==> src/rtl/ddr_pad_deserializer.sv <==
// ddr_pad_deserializer: assembles iCE40 DDR pad bit pairs into aligned words behind a one-word holding register
module ddr_pad_deserializer #(
    parameter int WIDTH = 8
) (
    input  logic             clk,
    input  logic             rst,
    input  logic             din_0,
    input  logic             din_1,
    input  logic             cap_en,
    input  logic             align,
    input  logic             clr_ovr,
    output logic [WIDTH-1:0] data_out,
    output logic             valid,
    input  logic             ready,
    output logic             overrun,
    output logic             locked
);
    localparam int PAIRS = WIDTH / 2;
    localparam int CW = PAIRS > 1 ? $clog2(PAIRS) : 1;
    typedef enum logic {UNLOCKED, SHIFT} state_t;
    state_t state, state_nxt;
    logic [WIDTH-1:0] sr, sr_nxt;
    logic [CW-1:0] cnt, cnt_nxt;
    logic take, last, complete;
    always_comb begin
        take = cap_en && (state == SHIFT || align);
        last = cnt == CW'(PAIRS - 1);
        complete = take && (align ? PAIRS == 1 : last);
        sr_nxt = !take ? sr : align ? WIDTH'({din_0, din_1}) : WIDTH'({sr, din_0, din_1});
        cnt_nxt = !take ? cnt : align ? CW'(PAIRS > 1) : last ? '0 : cnt + 1'b1;
        state_nxt = take ? SHIFT : state;
    end
    always_ff @(posedge clk or posedge rst)
        if (rst) state <= UNLOCKED;
        else state <= state_nxt;
    always_ff @(posedge clk or posedge rst) begin
        if (rst) begin
            sr <= '0;
            cnt <= '0;
            data_out <= '0;
            valid <= 1'b0;
            overrun <= 1'b0;
        end else begin
            sr <= sr_nxt;
            cnt <= cnt_nxt;
            if (complete && (!valid || ready)) begin
                data_out <= sr_nxt;
                valid <= 1'b1;
            end else if (valid && ready) valid <= 1'b0;
            if (complete && valid && !ready) overrun <= 1'b1;
            else if (clr_ovr) overrun <= 1'b0;
        end
    end
    assign locked = state == SHIFT;
endmodule

==> config.mk <==
export PLATFORM = sky130hd
export DESIGN_NAME = ddr_pad_deserializer
export DESIGN_NICKNAME = d
export VERILOG_FILES = /design/src/rtl/ddr_pad_deserializer.sv
export SDC_FILE = /design/constraint.sdc
export NUM_CORES = 1
export LEC_CHECK = 0
export BUFFER_PORTS_ARGS = -buffer_cell sky130_fd_sc_hd__buf_2
export CAP_MARGIN = 20
export CORE_MARGIN = 2
export CORE_UTILIZATION = 45
export CTS_CLUSTER_SIZE = 24
export DETAILED_ROUTE_END_ITERATION = 8
export PLACE_DENSITY = 0.7
export SLEW_MARGIN = 20
export SYNTH_ARGS = -nofsm -noshare
export SYNTH_HDL_FRONTEND = slang
export SYNTH_SLANG_ARGS = --single-unit
==> constraint.sdc <==
create_clock -name clk -period 1.55 [get_ports clk]
set_clock_uncertainty 0.15 [all_clocks]
set_input_delay 0.2325 -clock clk [delete_from_list [all_inputs] [get_ports clk]]
set_output_delay 0.2325 -clock clk [all_outputs]
set_load 0.1 [all_outputs]
==> flow_summary.yaml, run 1 <==
outcome:
  status: "finished clean"
pwr:
  power.sequential.fraction_pct: 35.9
  switching_share_pct: 53.1
  power_frac_comb_pct: 51.3
  pwr-share-clk_pct: 12.8
  powerDensity_nw_per_um2: 1650
  vdd_drop_max_uv: 980
  p_leak_nw: 0.597
  p_int_mw: 0.958
  p_switching_mw: 1.09
synthesis:
  synth_compound_area_share_pct: 9.87
  synth.area.mux_share_pct: 13.5
  yosysWarnings: 0
  netlist_area_sq_um: 963
  synth-adder-area-share_pct: 1.30
  avgSynthCellArea_sq_um: 11.2
  synth_top_family_by_area: "multiplexers"
  syn_inst: 86
  synth_simple_gate_area_share_pct: 11.9
  synth.distinct_cells: 17
  seq_area_frac_synth_pct: 54.5
  ys_ff_latch: 21
  synth_xor_area_share_pct: 0
  synthesis.nets: 95
cells_and_area:
  final_common_cell: "dfrtp_1"
  final_cell_mix: "dfrtp_1, buf_2, inv_1"
  nNetsFinal: 127
  area.growth.synth_to_final_pct: 28.7
  insertedDiodeCount: 0
  final_layout_size_suffix_gt1_share_pct: 34.2
critical_path:
  worstPathArrival_ns: 1.56
  r2r_cells: 3
  critPathCaptureType: "register"
  crit_chain: "o21ai_4, mux2_4, mux2_4"
  r2r-start: "locked"
  cp_slowest_cell: "dfrtp_4"
  crit_top_cell: "mux2_4"
  crit_fanout: 4
  cp-start-kind: "register"
  crit_path_start: "locked"
  critPathKind: "reg -> reg"
  r2r_slack_ns: 0.04
  cp_slowest_stage_delay_ns: 0.52
  r2r_end: "data_out[1]"
  crit_end: "data_out[1]"
  worstPathRequired_ns: 1.60
routing:
  dr_total_vias: 676
  routed_wl_microns: 1670
  wl_per_cell_microns: 11.6
  vias_per_cell: 4.69
  drt.antenna.violating_nets: 0
  drtPass1Iterations: 4
  drcViolationCount: 0
  drt_iter0_drc: 7
place:
  dp_hpwl_microns: 1220
  dp_slack_ns: 0.0215
  gp_congestion: 0.715
  io_buffers: 18
cts:
  root_buffer: "clkbuf_4"
  cts_buffer_depth: 2
  path_clk_slew_ns: 0.12
  cts_tree: "built"
  clk_latency_ns: 0.30
  htreeDepth: 1
  numCtsBuffers: 3
  clock_sinks: 21
sta:
  fmax_mhz: 662
  setup-violations-final: 0
  fin_ws_ns: 0.0389
  rsz0062_at_grt: "true"
  slew_viol_final: 0
  worst_slew_pin_slew_ns: 0.484
  hold_viol: 0
  finalCriticalPeriod_ns: 1.51
  relSlewSlack_pct: 67.9
  final.setup.tns_ns: 0
  finalCritPeriodShare_pct: 97.5
floorplanning:
  num_rows: 16
  start_util_pct: 48.6
  die_width_microns: 50.3
  die-height_microns: 50.3
  core_area_sq_um: 1980
  dieArea_sq_um: 2530
  ios: 19
global_route:
  grt_overflow: 0
  use_met2_pct: 22.4
  grt_pass1_wl_microns: 2860
  use_met1_pct: 21.3
  use_met3_pct: 2.98
  busiest_layer: "met2"
  grt_usage_pct: 15.1
  grt_pass1_vias: 647
  antenna_found_initial: 0
  grt_max_degree: 22
hold_path:
  hold_path_class: "in -> reg"
flow_run:
  maxCapViolCount: 0
==> worst min path at each step <==
stage,from,to,depth (start not counted)
detailed placement,rst,sr[0],3
CTS,din_0,sr[1],2
global placement,rst,data_out[0],3
floorplan,rst,cnt[0],1
global route,din_0,sr[1],2
finish,din_0,sr[1],2
==> timing repair <==
item                                    in CTS  in global routing
buffers inserted                             0                  2
endpoints found under the setup margin       2                  9
hold endpoints to repair                    22                  0
gates resized for setup                      1                  3
hold buffers                                 2                  0
==> critical path, delay by kind of cell, from the launching register on <==
kind,cells,cell delay [ns]
multiplexers,2,0.57
flip-flops,1,0.52
AO/OA/AOI/OAI,1,0.17
==> synth_stat cells <==
master | count | area (sq um)
nand3_1 | 6 | 30.0
buf_2 | 2 | 10.0
nand2b_1 | 9 | 56.3
o21ai_2 | 1 | 8.76
inv_1 | 14 | 52.6
buf_6 | 2 | 22.5
nand2_1 | 2 | 7.51
o22ai_1 | 1 | 6.26
dfrtp_1 | 21 | 526
a21o_1 | 6 | 45.0
mux2i_1 | 7 | 70.1
ha_1 | 1 | 12.5
nor2_1 | 1 | 3.75
nand4b_1 | 1 | 8.76
o21ai_0 | 7 | 35.0
nor2b_2 | 1 | 8.76
mux2_4 | 4 | 60.1
==> flip-flops by register name, indices dropped and copies added, names as in the netlist <==
signal and flops:
sr 8, valid 1, cnt 2, locked 1, overrun 1, data_out 8
==> power groups by stage <==
stage          Clock, mW  Sequential [mW]  Combinational (mW)
3_5_place_dp           0            0.745                1.04
6_report           0.261            0.734                1.05
2_1_floorplan          0             1.46               0.170
5_1_grt            0.293            0.752                1.09
4_1_cts            0.265            0.736                1.05
3_3_place_gp           0            0.738                1.04
==> layout make-up <==
| class | count | area (sq um) |
|---|---|---|
| fill | 173 | 742 |
| clock buffer | 4 | 26.3 |
| sequential | 21 | 531 |
| timing repair buffer | 31 | 231 |
| multi-input combinational | 47 | 365 |
| inverter | 14 | 52.6 |
| tap | 27 | 33.8 |
==> cell families after synthesis <==
family          count (synthesis)
compound gates                 15
fa+ha+maj                       1
buf+inv                        18
flops                          21
mux                            11
simple gates                   20
==> per-layer routing <==
metal	vias up	routed length, microns
met5	-	0
met4	0	15
met3	2	74
met2	11	752
met1	322	825
li1	341	-
==> per-stage QoR <==
stage          util [%]  cell area, sq um  std cells  power [mW]  hold WS (ns)
5_1_grt            62.6              1240        144        2.14        0.0133
3_3_place_gp       58.0              1150        136        1.78         0.124
4_1_cts            60.6              1200        142        2.05        0.0162
6_report           62.6              1240        144        2.04        0.0184
2_1_floorplan         -               976         86        1.63        0.0590
3_5_place_dp       58.0              1150        136        1.79         0.129
No activity file was read; power rests on OpenSTA's default activity.
==> run 2, diff against run 1 <==
--- a/config.mk
+++ b/config.mk
@@ -8,10 +8,10 @@
 export BUFFER_PORTS_ARGS = -buffer_cell sky130_fd_sc_hd__buf_2
 export CAP_MARGIN = 20
 export CORE_MARGIN = 2
-export CORE_UTILIZATION = 45
+export CORE_UTILIZATION = 47
 export CTS_CLUSTER_SIZE = 24
 export DETAILED_ROUTE_END_ITERATION = 8
-export PLACE_DENSITY = 0.7
+export PLACE_DENSITY = 0.72
 export SLEW_MARGIN = 20
 export SYNTH_ARGS = -nofsm -noshare
 export SYNTH_HDL_FRONTEND = slang
==> flow_summary.yaml, run 2 (synthesis results as in run 1) <==
global_route:
  grt_overflow: 0
  grt_pass1_wl_microns: 3080
  grt_usage_pct: 17.2
  grt_pass1_vias: 704
  grt_max_degree: 14
  antenna_found_initial: 0
place:
  gp_congestion: 0.728
  dp_hpwl_microns: 1230
  io_buffers: 18
floorplanning:
  core_area_sq_um: 1940
  die-height_microns: 49.3
  die_width_microns: 49.3
  ios: 19
  dieArea_sq_um: 2430
  num_rows: 16
  start_util_pct: 49.6
cts:
  root_buffer: "clkbuf_4"
  path_clk_slew_ns: 0.12
  clock_sinks: 21
  clk_latency_ns: 0.31
  htreeDepth: 1
  cts_tree: "built"
  cts_buffer_depth: 2
  numCtsBuffers: 3
cells_and_area:
  nNetsFinal: 130
  top_regs: "data_out: 8 flops, sr: 8 flops, cnt: 2 flops"
  final_util_pct: 64.7
  final_layout_size_suffix_gt1_share_pct: 35.0
  final_cell_mix: "dfrtp_1, buf_2, inv_1"
  area.growth.synth_to_final_pct: 30.4
  multi_input_area_sq_um: 365
  final_common_cell: "dfrtp_1"
  insertedDiodeCount: 0
  nFillCells: 157
  regArea_sq_um: 531
sta:
  worst_slew_pin_slew_ns: 0.485
  relSlewSlack_pct: 67.9
  setup-violations-final: 0
  final.setup.tns_ns: 0
  finalCritPeriodShare_pct: 98.9
  finalCriticalPeriod_ns: 1.53
  fmax_mhz: 653
  slew_viol_final: 0
  hold_viol: 0
  whs_ns: 0.0620
  rsz0062_at_grt: "true"
routing:
  routed_wl_microns: 1730
  drt_iter0_drc: 7
  vias_per_cell: 4.71
  dr_total_vias: 693
  drt.antenna.violating_nets: 0
  drcViolationCount: 0
  wl_per_cell_microns: 11.8
  drtPass1Iterations: 4
outcome:
  status: "finished clean"
critical_path:
  critPathTopFamily: "multiplexers"
  worstPathArrival_ns: 1.59
  cp-start-kind: "register"
  critPathKind: "reg -> reg"
  critPathCaptureType: "register"
  cp_slowest_stage_delay_ns: 0.52
  worstPathRequired_ns: 1.61
  crit_buf_inv: 0
  cp_slowest_cell: "dfrtp_4"
  crit_chain: "o21ai_4, mux2_4, mux2_4"
  crit_fanout: 4
  crit_top_cell: "mux2_4"
pwr:
  powerDensity_nw_per_um2: 1630
  vdd_drop_max_uv: 1100
  p_leak_nw: 0.607
flow_run:
  maxCapViolCount: 0
hold_path:
  hold_path_class: "in -> reg"
-- run 2: cell types whose count changed in the layout (fill, tap and decap cells not counted) --
cell and delta:
buf_12 -1, clkinv_2 +1, dlygate4sd3_1 +2, clkbuf_1 -1, buf_4 +2
-- run 2: area by class of cell --
class                           instances  area share [%]
Sequential cell                        21            42.2
Tap cell                               27            2.69
Multi-Input combinational cell         47            29.1
Clock inverter                          1           0.398
Clock buffer                            3            1.79
Timing Repair Buffer                   34            19.6
Inverter                               14            4.18
-- run 2: worst paths after layout --
path / from / endpoint / slack [ns] / depth (start not counted)
worst min-delay path: ready / valid / 0.06 / 3
worst max register to register: locked / data_out[1] / 0.02 / 3
min in group asynchronous: rst / data_out[2] / 0.25 / 3
max in group asynchronous: rst / locked / 0.50 / 4
worst max-delay path: locked / data_out[1] / 0.02 / 3
worst min register to register: cnt[1] / cnt[1] / 0.36 / 2
-- run 2: routing by layer --
| metal | GRT usage (%) | wire length [microns] | vias up |
|---|---|---|---|
| met5 | 0 | 0 | - |
| met2 | 27.7 | 773 | 15 |
| li1 | - | - | 347 |
| met4 | 5.71 | 17 | 0 |
| met3 | 7.06 | 88 | 3 |
| met1 | 20.6 | 850 | 328 |
-- run 2: repair_timing --
item,4_1_cts,5_1_grt
hold buffers,3,1
resized for setup,2,2
cloned,0,0
setup endpoints to repair,9,8
endpoints found under the hold margin,10,1
setup buffers,2,1
-- run 2: where the power goes --
part / total [mW] / switching, mW / leakage, nW / internal, mW
logic: 1.05 / 0.860 / 0.324 / 0.194
clock network: 0.268 / 0.172 / 0.0177 / 0.0966
registers: 0.728 / 0.0593 / 0.264 / 0.668
total: 2.05 / 1.09 / 0.607 / 0.959
-- run 2: tightest hold or removal path, delay by kind of cell --
kind	cells	cell delay, ns
buffers and inverters	1	0.07
and+or+nand+nor	2	0.19
-- run 2: stage by stage --
stage	setup WS, ns	std cells	area, sq um	power (mW)
final	0.0177	147	1260	2.05
after global routing	-0.0295	147	1260	2.15
after CTS	-0.00179	145	1230	2.07
after detailed placement	-0.0462	136	1150	1.78
after global placement	0.00803	136	1150	1.77
after floorplan	-0.162	86	976	1.63
